<file path="src/rtl/i2c_ack_pkg.sv">
// Shared types and constants for the I2C target acknowledge generator.
// Contents: FSM state enum, address/byte widths, byte-counter and bit-counter widths.
package i2c_ack_pkg;

    localparam int unsigned I2C_ADDR_W    = 7;
    localparam int unsigned I2C_BYTE_W    = 8;
    localparam int unsigned I2C_CNT_W     = 8;  // per-transaction written-byte count
    localparam int unsigned I2C_BIT_CNT_W = 4;  // counts 0..8 SCL rises within a byte

    typedef enum logic [2:0] {
        StIdle,
        StAddr,
        StAAck,
        StWr,
        StWAck,
        StRd,
        StRAck,
        StIgnore
    } i2c_state_e;

endpackage

</file>
<file path="src/rtl/i2c_ack_gen_if.sv">
// Bus/host signal bundle for i2c_ack_gen.
//   scl_in, sda_in, ack_en     : pin and control inputs to the target
//   sda_pull                   : open-drain SDA low enable
//   busy, rw, matched_addr     : addressed-transaction status
//   addr_hit, wr_valid         : one-clock pulses; wr_data holds the last written byte
//   start_det, stop_det        : one-clock bus event pulses
// Modport slave is the target side, master is the pin/host side driving it.
interface i2c_ack_gen_if;
    import i2c_ack_pkg::*;

    logic                  scl_in;
    logic                  sda_in;
    logic                  ack_en;
    logic                  sda_pull;
    logic                  busy;
    logic                  rw;
    logic [I2C_ADDR_W-1:0] matched_addr;
    logic                  addr_hit;
    logic [I2C_BYTE_W-1:0] wr_data;
    logic                  wr_valid;
    logic                  start_det;
    logic                  stop_det;

    modport slave (
        input  scl_in, sda_in, ack_en,
        output sda_pull, busy, rw, matched_addr, addr_hit, wr_data, wr_valid,
               start_det, stop_det
    );

    modport master (
        output scl_in, sda_in, ack_en,
        input  sda_pull, busy, rw, matched_addr, addr_hit, wr_data, wr_valid,
               start_det, stop_det
    );

endinterface

</file>
<file path="src/rtl/i2c_line_filter.sv">
// Input conditioning for one I2C line: 2-FF synchroniser followed, when the macro
// I2C_ACK_GEN_FILTER_EN is defined, by a FILTER_LEN-clock stability filter.
// Ports: clk, reset_n (async, active low), line_in (raw pin), line_out (conditioned).
// All state resets to 1 so an idle bus is seen after reset.
module i2c_line_filter #(
    parameter int unsigned FILTER_LEN = 3
) (
    input  logic clk,
    input  logic reset_n,
    input  logic line_in,
    output logic line_out
);

    logic [1:0] sync_q;

    always_ff @(posedge clk or negedge reset_n) begin
        if (!reset_n) begin
            sync_q <= 2'b11;
        end else begin
            sync_q <= {sync_q[0], line_in};
        end
    end

`ifdef I2C_ACK_GEN_FILTER_EN
    logic [3:0] cnt_q, cnt_d;
    logic       out_q, out_d;

    // Output follows the input only after it has differed for FILTER_LEN clocks in a row.
    always_comb begin
        cnt_d = '0;
        out_d = out_q;
        if (sync_q[1] != out_q) begin
            if (cnt_q == 4'(FILTER_LEN - 1)) begin
                out_d = sync_q[1];
            end else begin
                cnt_d = cnt_q + 4'd1;
            end
        end
    end

    always_ff @(posedge clk or negedge reset_n) begin
        if (!reset_n) begin
            cnt_q <= '0;
            out_q <= 1'b1;
        end else begin
            cnt_q <= cnt_d;
            out_q <= out_d;
        end
    end

    assign line_out = out_q;
`else
    logic unused_filter_len;
    assign unused_filter_len = ^FILTER_LEN;
    assign line_out          = sync_q[1];
`endif

endmodule

</file>
<file path="src/rtl/i2c_ack_gen.sv">
// I2C target-side acknowledge generator. Tracks START/STOP, shifts in the address
// byte, compares it against DEV_ADDR under ADDR_MASK and drives the ACK slot for
// matching addresses and written data bytes (never for read data). MAX_BYTES limits
// the data bytes ACKed per write transaction (0 = unlimited).
// Ports: clk, reset_n (async, active low), bus (i2c_ack_gen_if.slave).
// Optional build macro: I2C_ACK_GEN_FILTER_EN adds a FILTER_LEN-clock input filter.
module i2c_ack_gen
    import i2c_ack_pkg::*;
#(
    parameter logic [I2C_ADDR_W-1:0] DEV_ADDR   = 7'h50,
    parameter logic [I2C_ADDR_W-1:0] ADDR_MASK  = 7'h7F,
    parameter int unsigned           MAX_BYTES  = 0,
    parameter int unsigned           FILTER_LEN = 3
) (
    input logic           clk,
    input logic           reset_n,
    i2c_ack_gen_if.slave  bus
);

    localparam logic [I2C_CNT_W-1:0] MaxBytes = I2C_CNT_W'(MAX_BYTES);

    logic scl_s, sda_s, scl_q, sda_q;

    i2c_line_filter #(.FILTER_LEN(FILTER_LEN)) u_scl_filt (
        .clk      (clk),
        .reset_n  (reset_n),
        .line_in  (bus.scl_in),
        .line_out (scl_s)
    );

    i2c_line_filter #(.FILTER_LEN(FILTER_LEN)) u_sda_filt (
        .clk      (clk),
        .reset_n  (reset_n),
        .line_in  (bus.sda_in),
        .line_out (sda_s)
    );

    i2c_state_e               state_q, state_d;
    logic [I2C_BIT_CNT_W-1:0] bit_cnt_q, bit_cnt_d;
    logic [I2C_ADDR_W-1:0]    shift_q, shift_d;
    logic [I2C_CNT_W-1:0]     byte_cnt_q, byte_cnt_d;
    logic [I2C_ADDR_W-1:0]    addr_q, addr_d;
    logic [I2C_BYTE_W-1:0]    wr_data_q, wr_data_d;
    logic rw_q, rw_d, busy_q, busy_d, sda_pull_q, sda_pull_d;
    logic addr_hit_q, addr_hit_d, wr_valid_q, wr_valid_d;
    logic start_q, start_d, stop_q, stop_d;

    logic scl_rise, scl_fall, start_ev, stop_ev;
    logic last_bit, byte_done, addr_match, under_limit;
    logic [I2C_BYTE_W-1:0] byte_in;

    assign scl_rise    = scl_s & ~scl_q;
    assign scl_fall    = ~scl_s & scl_q;
    assign start_ev    = scl_s & sda_q & ~sda_s;
    assign stop_ev     = scl_s & ~sda_q & sda_s;
    // bit_cnt counts SCL rises in the byte: 7 before the 8th rise, 8 once it is sampled.
    assign last_bit    = (bit_cnt_q == 4'd7);
    assign byte_done   = (bit_cnt_q == 4'd8);
    assign byte_in     = {shift_q, sda_s};
    assign addr_match  = ((shift_q ^ DEV_ADDR) & ADDR_MASK) == '0;
    assign under_limit = (MAX_BYTES == 0) || (byte_cnt_q <= MaxBytes);

    always_comb begin
        state_d    = state_q;
        bit_cnt_d  = bit_cnt_q;
        shift_d    = shift_q;
        byte_cnt_d = byte_cnt_q;
        addr_d     = addr_q;
        wr_data_d  = wr_data_q;
        rw_d       = rw_q;
        busy_d     = busy_q;
        sda_pull_d = sda_pull_q;
        addr_hit_d = 1'b0;
        wr_valid_d = 1'b0;
        start_d    = 1'b0;
        stop_d     = 1'b0;

        if (start_ev) begin
            state_d    = StAddr;
            bit_cnt_d  = '0;
            byte_cnt_d = '0;
            busy_d     = 1'b0;
            sda_pull_d = 1'b0;
            start_d    = 1'b1;
        end else if (stop_ev) begin
            state_d    = StIdle;
            bit_cnt_d  = '0;
            busy_d     = 1'b0;
            sda_pull_d = 1'b0;
            stop_d     = 1'b1;
        end else begin
            if (scl_rise) begin
                shift_d = byte_in[I2C_ADDR_W-1:0];
                if (!byte_done) begin
                    bit_cnt_d = bit_cnt_q + 4'd1;
                end
            end

            unique case (state_q)
                StAddr: begin
                    if (scl_rise && last_bit) begin
                        if (addr_match && bus.ack_en) begin
                            rw_d       = sda_s;
                            addr_d     = shift_q;
                            addr_hit_d = 1'b1;
                            busy_d     = 1'b1;
                        end else begin
                            state_d = StIgnore;
                        end
                    end else if (scl_fall && byte_done) begin
                        state_d    = StAAck;
                        bit_cnt_d  = '0;
                        sda_pull_d = bus.ack_en;
                    end
                end
                StAAck: begin
                    if (scl_fall) begin
                        state_d    = rw_q ? StRd : StWr;
                        bit_cnt_d  = '0;
                        sda_pull_d = 1'b0;
                    end
                end
                StWr: begin
                    if (scl_rise && last_bit) begin
                        wr_data_d  = byte_in;
                        wr_valid_d = 1'b1;
                        if (byte_cnt_q != '1) begin
                            byte_cnt_d = byte_cnt_q + 1'b1;
                        end
                    end else if (scl_fall && byte_done) begin
                        state_d    = StWAck;
                        bit_cnt_d  = '0;
                        sda_pull_d = bus.ack_en && under_limit;
                    end
                end
                StWAck: begin
                    if (scl_fall) begin
                        state_d    = StWr;
                        bit_cnt_d  = '0;
                        sda_pull_d = 1'b0;
                    end
                end
                StRd: begin
                    if (scl_fall && byte_done) begin
                        state_d   = StRAck;
                        bit_cnt_d = '0;
                    end
                end
                StRAck: begin
                    // shift_q[0] holds the master's ACK bit sampled on this slot's rise.
                    if (scl_fall) begin
                        state_d   = shift_q[0] ? StIgnore : StRd;
                        bit_cnt_d = '0;
                    end
                end
                StIdle, StIgnore: begin
                end
                default: state_d = StIdle;
            endcase
        end
    end

    always_ff @(posedge clk or negedge reset_n) begin
        if (!reset_n) begin
            scl_q      <= 1'b1;
            sda_q      <= 1'b1;
            state_q    <= StIdle;
            bit_cnt_q  <= '0;
            shift_q    <= '0;
            byte_cnt_q <= '0;
            addr_q     <= '0;
            wr_data_q  <= '0;
            rw_q       <= 1'b0;
            busy_q     <= 1'b0;
            sda_pull_q <= 1'b0;
            addr_hit_q <= 1'b0;
            wr_valid_q <= 1'b0;
            start_q    <= 1'b0;
            stop_q     <= 1'b0;
        end else begin
            scl_q      <= scl_s;
            sda_q      <= sda_s;
            state_q    <= state_d;
            bit_cnt_q  <= bit_cnt_d;
            shift_q    <= shift_d;
            byte_cnt_q <= byte_cnt_d;
            addr_q     <= addr_d;
            wr_data_q  <= wr_data_d;
            rw_q       <= rw_d;
            busy_q     <= busy_d;
            sda_pull_q <= sda_pull_d;
            addr_hit_q <= addr_hit_d;
            wr_valid_q <= wr_valid_d;
            start_q    <= start_d;
            stop_q     <= stop_d;
        end
    end

    assign bus.sda_pull     = sda_pull_q;
    assign bus.busy         = busy_q;
    assign bus.rw           = rw_q;
    assign bus.matched_addr = addr_q;
    assign bus.addr_hit     = addr_hit_q;
    assign bus.wr_data      = wr_data_q;
    assign bus.wr_valid     = wr_valid_q;
    assign bus.start_det    = start_q;
    assign bus.stop_det     = stop_q;

endmodule

</file>
<file path="src/flat_wrapper.sv">
// flat-port wrapper written by rule: the top's interface ports become plain ports
module i2c_ack_gen_flat import i2c_ack_pkg::*;
#(
    parameter logic [I2C_ADDR_W-1:0] DEV_ADDR   = 7'h50,
    parameter logic [I2C_ADDR_W-1:0] ADDR_MASK  = 7'h7F,
    parameter int unsigned           MAX_BYTES  = 0,
    parameter int unsigned           FILTER_LEN = 3
)
  (clk, reset_n, bus_scl_in, bus_sda_in, bus_ack_en, bus_sda_pull, bus_busy, bus_rw, bus_matched_addr, bus_addr_hit, bus_wr_data, bus_wr_valid, bus_start_det, bus_stop_det);
  i2c_ack_gen_if bus_i ();
  input logic clk;
  input logic reset_n;
  input wire logic [$bits(bus_i.scl_in)-1:0] bus_scl_in;
  input wire logic [$bits(bus_i.sda_in)-1:0] bus_sda_in;
  input wire logic [$bits(bus_i.ack_en)-1:0] bus_ack_en;
  output wire logic [$bits(bus_i.sda_pull)-1:0] bus_sda_pull;
  output wire logic [$bits(bus_i.busy)-1:0] bus_busy;
  output wire logic [$bits(bus_i.rw)-1:0] bus_rw;
  output wire logic [$bits(bus_i.matched_addr)-1:0] bus_matched_addr;
  output wire logic [$bits(bus_i.addr_hit)-1:0] bus_addr_hit;
  output wire logic [$bits(bus_i.wr_data)-1:0] bus_wr_data;
  output wire logic [$bits(bus_i.wr_valid)-1:0] bus_wr_valid;
  output wire logic [$bits(bus_i.start_det)-1:0] bus_start_det;
  output wire logic [$bits(bus_i.stop_det)-1:0] bus_stop_det;
  assign bus_i.scl_in = bus_scl_in;
  assign bus_i.sda_in = bus_sda_in;
  assign bus_i.ack_en = bus_ack_en;
  assign bus_sda_pull = bus_i.sda_pull;
  assign bus_busy = bus_i.busy;
  assign bus_rw = bus_i.rw;
  assign bus_matched_addr = bus_i.matched_addr;
  assign bus_addr_hit = bus_i.addr_hit;
  assign bus_wr_data = bus_i.wr_data;
  assign bus_wr_valid = bus_i.wr_valid;
  assign bus_start_det = bus_i.start_det;
  assign bus_stop_det = bus_i.stop_det;
  i2c_ack_gen #(.DEV_ADDR(DEV_ADDR), .ADDR_MASK(ADDR_MASK), .MAX_BYTES(MAX_BYTES), .FILTER_LEN(FILTER_LEN)) u_core (.clk(clk), .reset_n(reset_n), .bus(bus_i));
endmodule
</file>
<file path="config.mk">
export PLATFORM = sky130hd
export DESIGN_NAME = i2c_ack_gen_flat
export DESIGN_NICKNAME = d
export VERILOG_FILES = /design/src/rtl/i2c_ack_pkg.sv /design/src/rtl/i2c_ack_gen_if.sv /design/src/rtl/i2c_line_filter.sv /design/src/rtl/i2c_ack_gen.sv /design/src/flat_wrapper.sv
export SDC_FILE = /design/constraint.sdc
export NUM_CORES = 1
export LEC_CHECK = 0
export CAP_MARGIN = 40
export CORE_ASPECT_RATIO = 1.5
export CORE_MARGIN = 4
export CORE_UTILIZATION = 46
export DETAILED_ROUTE_END_ITERATION = 12
export HOLD_SLACK_MARGIN = 0.05
export PLACE_DENSITY = 0.75
export SLEW_MARGIN = 20
export SYNTH_ARGS = -nofsm -noshare
export SYNTH_HDL_FRONTEND = slang
export SYNTH_SLANG_ARGS = --single-unit
</file>
<file path="constraint.sdc">
create_clock -name clk -period 1.85 [get_ports clk]
set_input_delay 0.185 -clock clk [delete_from_list [all_inputs] [get_ports clk]]
set_output_delay 0.185 -clock clk [all_outputs]
set_load 0.03 [all_outputs]
</file>
==> summary.md, run 1 <==
| Metric | Value |
|---|---|
| Setup crit start kind | `register` |
| Clock Sink Count | `42` |
| Top-count cell post-synth | `dfrtp_1` |
| Placed Cells | `234` |
| Mapped Area | `between 1500 and 2000 µm²` |
| Syn Inst Count | `155` |
| Design Area, Final | `~2400 µm²` |
| TNS Setup | `0 ns` |
| CP endpoint kind | `register` |
| Clock root buffer | `clkbuf_8` |
| Biggest area consumer among synthesized cells | `dfrtp_1` |
| Fmax | `0.553 GHz` |
| Die area | `5130 µm²` |
| Final Skew | `0.0101 ns` |
| Top cells by area, synth | `dfrtp_1, mux2_2, dfstp_2` |
| Layout cells sized above 1 | `0.302` |
| # port buffers | `26` |
| Height of the die | `85.7 µm` |
| Reg clk slew, reported paths | `~0.08 ns` |
| WP data required | `just over 2 ns` |
| Placement row count | `28` |
| H-tree depth reported by CTS | `2` |
| WL/cell | `around 16 µm` |
| N_diodes | `0` |
| Residual DRC | `0` |
| Nets | `about 210` |
| Overall routed net length | `just under 4 mm` |
| Initial antenna violation count | `0` |
| Async SR Flop Fraction | `1.00` |
| Maximum vdd drop | `just over 1 mV` |
| Simple-Gate Fraction of Synth Area | `0.186` |
| Area grow syn2layout | `31.0%` |
| Hold crit path type | `input port to register` |
| Via count | `1333` |
| #FFs+latches synth | `42` |
| Fin. max-slew vios | `0` |
| Vias in the first global route | `1423` |
| First-pass GRT wire length | `approximately 6.5 mm` |
| Worst Path Arrival | `between 2 and 2.5 ns` |
| Post-Synth XOR/XNOR Area | `0.0189` |
| Hold Fails Final Rpt | `0` |
| Minimum clock period | `1.81 ns` |
| Syn avg cell area | `11.9 µm²` |
| Status | `completed` |
| CTS Buf Count | `5` |
| Max-slew headroom | `0.651` |
| Antenna Violating Nets Remaining | `0` |
| Compound-Gate Fraction of Synth Area | `0.0905` |
| Post-DP HPWL | `about 2.8 mm` |
| Largest family of logic cells by synthesized area | `simple AND/OR/NAND/NOR gates` |
| Dpl ws | `0.00365 ns` |
| PnR worst setup slack | `0.0431 ns` |
| Core footprint | `approximately 4000 µm²` |
| Final hold slack | `between 0.3 and 0.4 ns` |
| I/O pin total | `27` |
| Clock buffer depth | `2` |
| Worst setup path category | `register to register` |
| Seq/Total Area, Yosys | `0.572` |
| Clk_lat worst skew | `about 0.29 ns` |
| Total gr overflow | `0` |
| Setup violations, final | `0` |
| Max_cap viols | `0` |
| Largest net degree at the start of global routing | `43` |
| CTS tree | `yes` |
| Mux cell area share after synthesis | `0.0993` |
| Period utilization | `0.977` |
| Via density | `between 5 and 6` |
| Synth Area in Adders | `0.0135` |
| Filler Cell Count | `roughly 330` |
| PwrDens | `between 1000 and 1500 nW/µm²` |
| First-iteration detailed-routing DRC count | `26` |
| Primary FF master, synth | `dfrtp_1` |
| Crit Path Max Fanout | `4` |
| Tot GR Track Use | `0.168` |
| Die width | `around 60 µm` |
| Pleak | `around 1.1 nW` |
| RePlAce Congestion | `about 0.96` |
| Finished Layout Cells | `roughly 250` |
| Mapped Nets | `about 160` |
| Synth top area share | `0.486` |
| Worst Tran Pin Value | `0.523 ns` |
| Initial core utilization | `0.472` |
| Post-synth EDFFs | `0` |
| Cell Area, Placed | `2230 µm²` |
| Synth cell count leaders | `dfrtp_1, mux2_2, nand2_1` |
| Synth unique cells | `a little over 40` |
| Yosys warns | `0` |
| Pre-Repair DR Iteration Count | `4` |
layout by cell type (no fill, tap or decap), drive strengths merged:
| cell type | count |
|---|---|
| o2111ai | 1 |
| or2 | 1 |
| nand2 | 15 |
| or4 | 1 |
| and4 | 1 |
| a221oi | 1 |
| a211oi | 3 |
| clkbuf | 7 |
| buf | 16 |
| inv | 5 |
| a21oi | 7 |
| and3b | 1 |
| ha | 2 |
| and3 | 1 |
| dfstp | 6 |
| clkdlybuf4s50 | 25 |
| nand2b | 3 |
| nor2b | 4 |
| dfrtp | 36 |
| o22ai | 1 |
| nor2 | 14 |
| or3 | 1 |
| nand4b | 2 |
| bufinv | 1 |
| xnor2 | 1 |
| o221ai | 1 |
| a31oi | 1 |
| and2b | 1 |
| and2 | 7 |
| dlygate4sd3 | 1 |
| o311a | 1 |
| a31o | 1 |
| o32a | 1 |
| o21ai | 4 |
| mux2 | 16 |
| or2b | 2 |
| nand3b | 2 |
| xor2 | 3 |
| nor3 | 2 |
| nand4 | 3 |
cells by family (layout without fill, tap and decap cells):
group,Yosys count,count (layout)
mux,16,16
fa+ha+maj,2,2
xor+xnor,4,4
simple gates,61,61
buf+inv,8,55
compound gates,22,22
flops,42,42
per-stage QoR:
step	utilization	power, mW
floorplan	-	1.67
global placement	0.568	1.84
detailed placement	0.568	1.88
CTS	0.600	2.62
global route	0.618	2.86
finish	0.618	2.70
critical path, stage by stage (launching register included):
cell and delay, ns:
dfrtp_1 0.41, or4_4 0.57, o2111ai_2 0.25, a221oi_4 0.12, o311a_1 0.16, a211oi_2 0.23
per-layer routing:
metal | GRT usage | up-vias | share of wire
li1 | - | 635 | -
met1 | 0.196 | 658 | 0.41
met2 | 0.292 | 34 | 0.54
met3 | 0.0331 | 6 | 0.034
met4 | 0.0665 | 0 | 0.017
met5 | 0 | - | 0
sequential cells by signal, indices dropped and copies added (netlist names), 2 cells and up:
register and flops:
u_core.u_sda_filt.sync_q 2, u_core.bit_cnt_q 4, u_core.u_scl_filt.sync_q 2, u_core.state_q 3, u_core.bus.matched_addr 7, u_core.shift_q 7
u_core.bus.wr_data 8
repair_timing:
item,4_1_cts,5_1_grt
resized for setup,0,10
pin swaps,1,4
buffers inserted,0,4
hold buffers,1,0
cloned,0,0
endpoints found under the setup margin,5,16
endpoints found under the hold margin,36,0
power breakdown:
group          switching, mW  internal (mW)
Combinational          0.411          0.385
Clock                  0.299          0.440
Sequential             0.125           1.04
cell type report:
cell class	instances	area [µm²]	area share
inverters	5	18.8	0.00774
clock buffers	7	86.3	0.0356
repair buffers	42	378	0.156
well taps	45	56.3	0.0232
clock inverters	1	30.0	0.0124
flip-flops and latches	42	1060	0.436
multi-input cells	105	798	0.329
worst paths after layout:
check / slack, ns / cells past startpoint / start / to
hold / removal: 0.30 / 1 / bus_scl_in / u_core.u_scl_filt.sync_q[0]$_DFF_PN1_
setup / recovery: 0.04 / 5 / u_core.shift_q[1]$_DFFE_PN0P_ / u_core.state_q[1]$_DFFE_PN0P_
hold reg to reg: 0.36 / 0 / u_core.u_sda_filt.sync_q[0]$_DFF_PN1_ / u_core.u_sda_filt.sync_q[1]$_DFF_PN1_
min in group asynchronous: 0.48 / 3 / reset_n / u_core.bus.wr_data[4]$_DFFE_PN0P_
max in group asynchronous: 0.98 / 3 / reset_n / u_core.u_scl_filt.sync_q[1]$_DFF_PN1_
setup reg to reg: 0.04 / 5 / u_core.shift_q[1]$_DFFE_PN0P_ / u_core.state_q[1]$_DFFE_PN0P_
No activity file was read; power rests on OpenSTA's default activity.
==> inputs of run 2 (changes only) <==
CORE_MARGIN = 5   (was 4)
==> run 2 against run 1 <==
Net effect: critical path depth grew 2; via count grew 0.83%; largest power group unchanged; worst setup slack gained 0.019 ns; flip-flop and latch count is the same; global-route usage grew 0.085 points; critical endpoint is now u_core.bus.matched_addr[3]$_DFFE_PN0P_; sequential share of layout area shrank 0.22 points.
==> summary.md, run 2 (same netlist as run 1, synthesis figures left out) <==
| Metric | Value |
|---|---|
| CTS tree | `yes` |
| N_diodes | `0 (unchanged)` |
| Design Area, Final | `2440 µm² (+0.52%)` |
| Worst Tran Pin Value | `0.512 ns (-0.0113 ns)` |
| Height of the die | `87.7 µm (+2.3%)` |
| Maximum vdd drop | `0.879 mV (-15%)` |
| Final hold slack | `0.291 ns (-0.0109 ns)` |
| PwrDens | `1150 nW/µm² (+3.4%)` |
| Pleak | `1.13 nW (+0.67%)` |
| WL/cell | `16.1 µm (+1.7%)` |
| Most common library cell in the layout ignoring fill and taps | `dfrtp_1` |
| Worst Path Arrival | `1.97 ns (-0.05 ns)` |
| Largest net degree at the start of global routing | `43 (unchanged)` |
| Sw frac | `0.294 (-0.0153)` |
| WP data required | `2.04 ns (-0.02 ns)` |
| Total gr overflow | `0 (unchanged)` |
| Slowest library cell on the worst path | `dfrtp_1` |
| First-pass GRT wire length | `6.78 mm (+4.0%)` |
| Max reg flops | `8 (unchanged)` |
| Die width | `61.8 µm (+3.3%)` |
| Clock root buffer | `clkbuf_8` |
| Clock Sink Count | `42 (unchanged)` |
| Finished Layout Cells | `246 (-0.40%)` |
| Die area | `5420 µm² (+5.8%)` |
| Period utilization | `0.966 (-0.0105)` |
| CP endpoint kind | `register` |
| Residual DRC | `0 (unchanged)` |
| Core footprint | `3920 µm² (unchanged)` |
| H-tree depth reported by CTS | `2 (unchanged)` |
| First-iteration detailed-routing DRC count | `37 (+42%)` |
| Sequential Power Share | `0.408 (-0.023)` |
| Hold Fails Final Rpt | `0 (unchanged)` |
| Setup violations, final | `0 (unchanged)` |
| Worst setup path category | `register to register` |
| Status | `completed` |
| Reg clk slew, reported paths | `0.08 ns (about the same)` |
| Switching Power | `824 µW (-1.2%)` |
| Crit Path Max Fanout | `9 (+5)` |
| Fmax | `0.559 GHz (+1.1%)` |
| I/O pin total | `27 (unchanged)` |
| Overall power | `2.80 mW (+4.0%)` |
| Most frequent cells in the layout | `dfrtp_1, clkdlybuf4s50_1, mux2_2, nand2_1, buf_4` |
| Layout cells sized above 1 | `0.308 (+0.00648)` |
| Pre-Repair DR Iteration Count | `4 (unchanged)` |
| Overall routed net length | `3.96 mm (+1.3%)` |
| Antenna Violating Nets Remaining | `0 (unchanged)` |
| Max_cap viols | `0 (unchanged)` |
| Max-slew headroom | `0.659 (+0.00753)` |
| Area grow syn2layout | `31.7%` |
| Via count | `1344 (+0.83%)` |
| Vias in the first global route | `1457 (+2.4%)` |
| Tot GR Track Use | `0.169 (+0.000850)` |
| Hold crit path type | `input port to register` |
| Placed Cells | `234 (unchanged)` |
| Final Skew | `0.00908 ns (-0.00103 ns)` |
| Cell Chain, Critical Path | `ha_1 > nand3b_1 > nor2_4 > buf_4 > nand4_2 > buf_4 > and2_1` |
| CP Buf/Inv Count | `2 (+2)` |
| # port buffers | `26 (unchanged)` |
| Most used cell, CP | `buf_4` |
| Setup crit start kind | `register` |
| Initial core utilization | `0.472 (unchanged)` |
| CTS Buf Count | `5 (unchanged)` |
| Clock buffer depth | `2 (unchanged)` |
| Fin. max-slew vios | `0 (unchanged)` |
| Max stage delay on crit path | `0.40 ns (-0.17 ns)` |
| Initial antenna violation count | `0 (unchanged)` |
| Clk pwr share | `0.316 (+0.042)` |
| RSZ-0062 raised after global routing | `yes` |
| Post-DP HPWL | `2.88 mm (+4.0%)` |
| Via density | `5.46 (+1.2%)` |
| Kind of cell adding the most delay to the critical path | `simple AND/OR/NAND/NOR gates` |
| RePlAce Congestion | `0.905 (-5.5%)` |
| Nets | `207 (-0.48%)` |
| Placement row count | `28 (unchanged)` |
| Pint | `1.98 mW (+6.3%)` |
| Cell Area, Placed | `2230 µm² (unchanged)` |
| Minimum clock period | `1.79 ns (-0.0194 ns)` |
| Filler Cell Count | `310 (-5.8%)` |
| Combinational share of power | `0.276 (-0.019)` |
| Clk_lat worst skew | `0.30 ns (about the same)` |
==> run 2: metal layers <==
layer	share of wire	vias up	track usage
met5	0	-	0
met4	0.021	0	0.0734
met3	0.051	10	0.0457
met2	0.54	37	0.273
met1	0.39	670	0.207
li1	-	627	-
==> run 2: power groups by stage <==
stage               clock, mW  combinational, mW  sequential [mW]
floorplan                   0              0.532             1.14
global placement            0              0.687             1.15
detailed placement          0              0.720             1.16
CTS                     0.900              0.731             1.14
global route            0.946              0.860             1.16
finish                  0.887              0.773             1.14
==> run 2: what timing repair did <==
action                                 4_1_cts  5_1_grt
setup endpoints to repair                    0       10
gates resized for setup                      0       10
endpoints found under the hold margin       36        0
hold buffers                                 1        0
setup buffers                                0        3
==> run 2: area by class of cell <==
| cell class | count | area, µm² | share of cell area |
|---|---|---|---|
| flip-flops and latches | 42 | 1060 | 0.434 |
| well taps | 45 | 56.3 | 0.0231 |
| clock buffers | 6 | 82.6 | 0.0339 |
| multi-input cells | 105 | 792 | 0.325 |
| clock inverters | 2 | 60.1 | 0.0246 |
| repair buffers | 41 | 370 | 0.152 |
| inverters | 5 | 18.8 | 0.00770 |
==> run 2: stage by stage <==
step	utilization	setup TNS (ns)	worst slack, ns
2_1_floorplan	-	0	0.147
3_3_place_gp	0.568	0	0.109
3_5_place_dp	0.568	0	0.00963
4_1_cts	0.607	0	0.00360
5_1_grt	0.621	-0.00974	-0.00854
6_report	0.621	0	0.0625
==> run 2: final timing paths <==
check	start	to	slack (ns)	cells after the start
min	bus_scl_in	u_core.u_scl_filt.sync_q[0]$_DFF_PN1_	0.29	1
max in group asynchronous	reset_n	u_core.sda_q$_DFF_PN1_	1.01	3
max reg2reg	u_core.bit_cnt_q[0]$_DFF_PN0_	u_core.bus.matched_addr[3]$_DFFE_PN0P_	0.06	7
min in group asynchronous	reset_n	u_core.shift_q[6]$_DFFE_PN0P_	0.47	3
min reg2reg	u_core.u_sda_filt.sync_q[0]$_DFF_PN1_	u_core.u_sda_filt.sync_q[1]$_DFF_PN1_	0.36	0
max	u_core.bit_cnt_q[0]$_DFF_PN0_	u_core.bus.matched_addr[3]$_DFFE_PN0P_	0.06	7
==> run 2: worst reg2reg max path: stages (launching register included) <==
cell and delay [ns]:
dfrtp_1 0.40, ha_1 0.24, nand3b_1 0.22, nor2_4 0.21
buf_4 0.14, nand4_2 0.11, buf_4 0.20, and2_1 0.17
==> inputs of run 3 (changes only) <==
--- a/constraint.sdc
+++ b/constraint.sdc
@@ -3,2 +3,2 @@
 set_output_delay 0.185 -clock clk [all_outputs]
-set_load 0.03 [all_outputs]
+set_load 0.005 [all_outputs]
==> results of run 3 <==
The final DEF is identical to that of run 2. Status: completed.
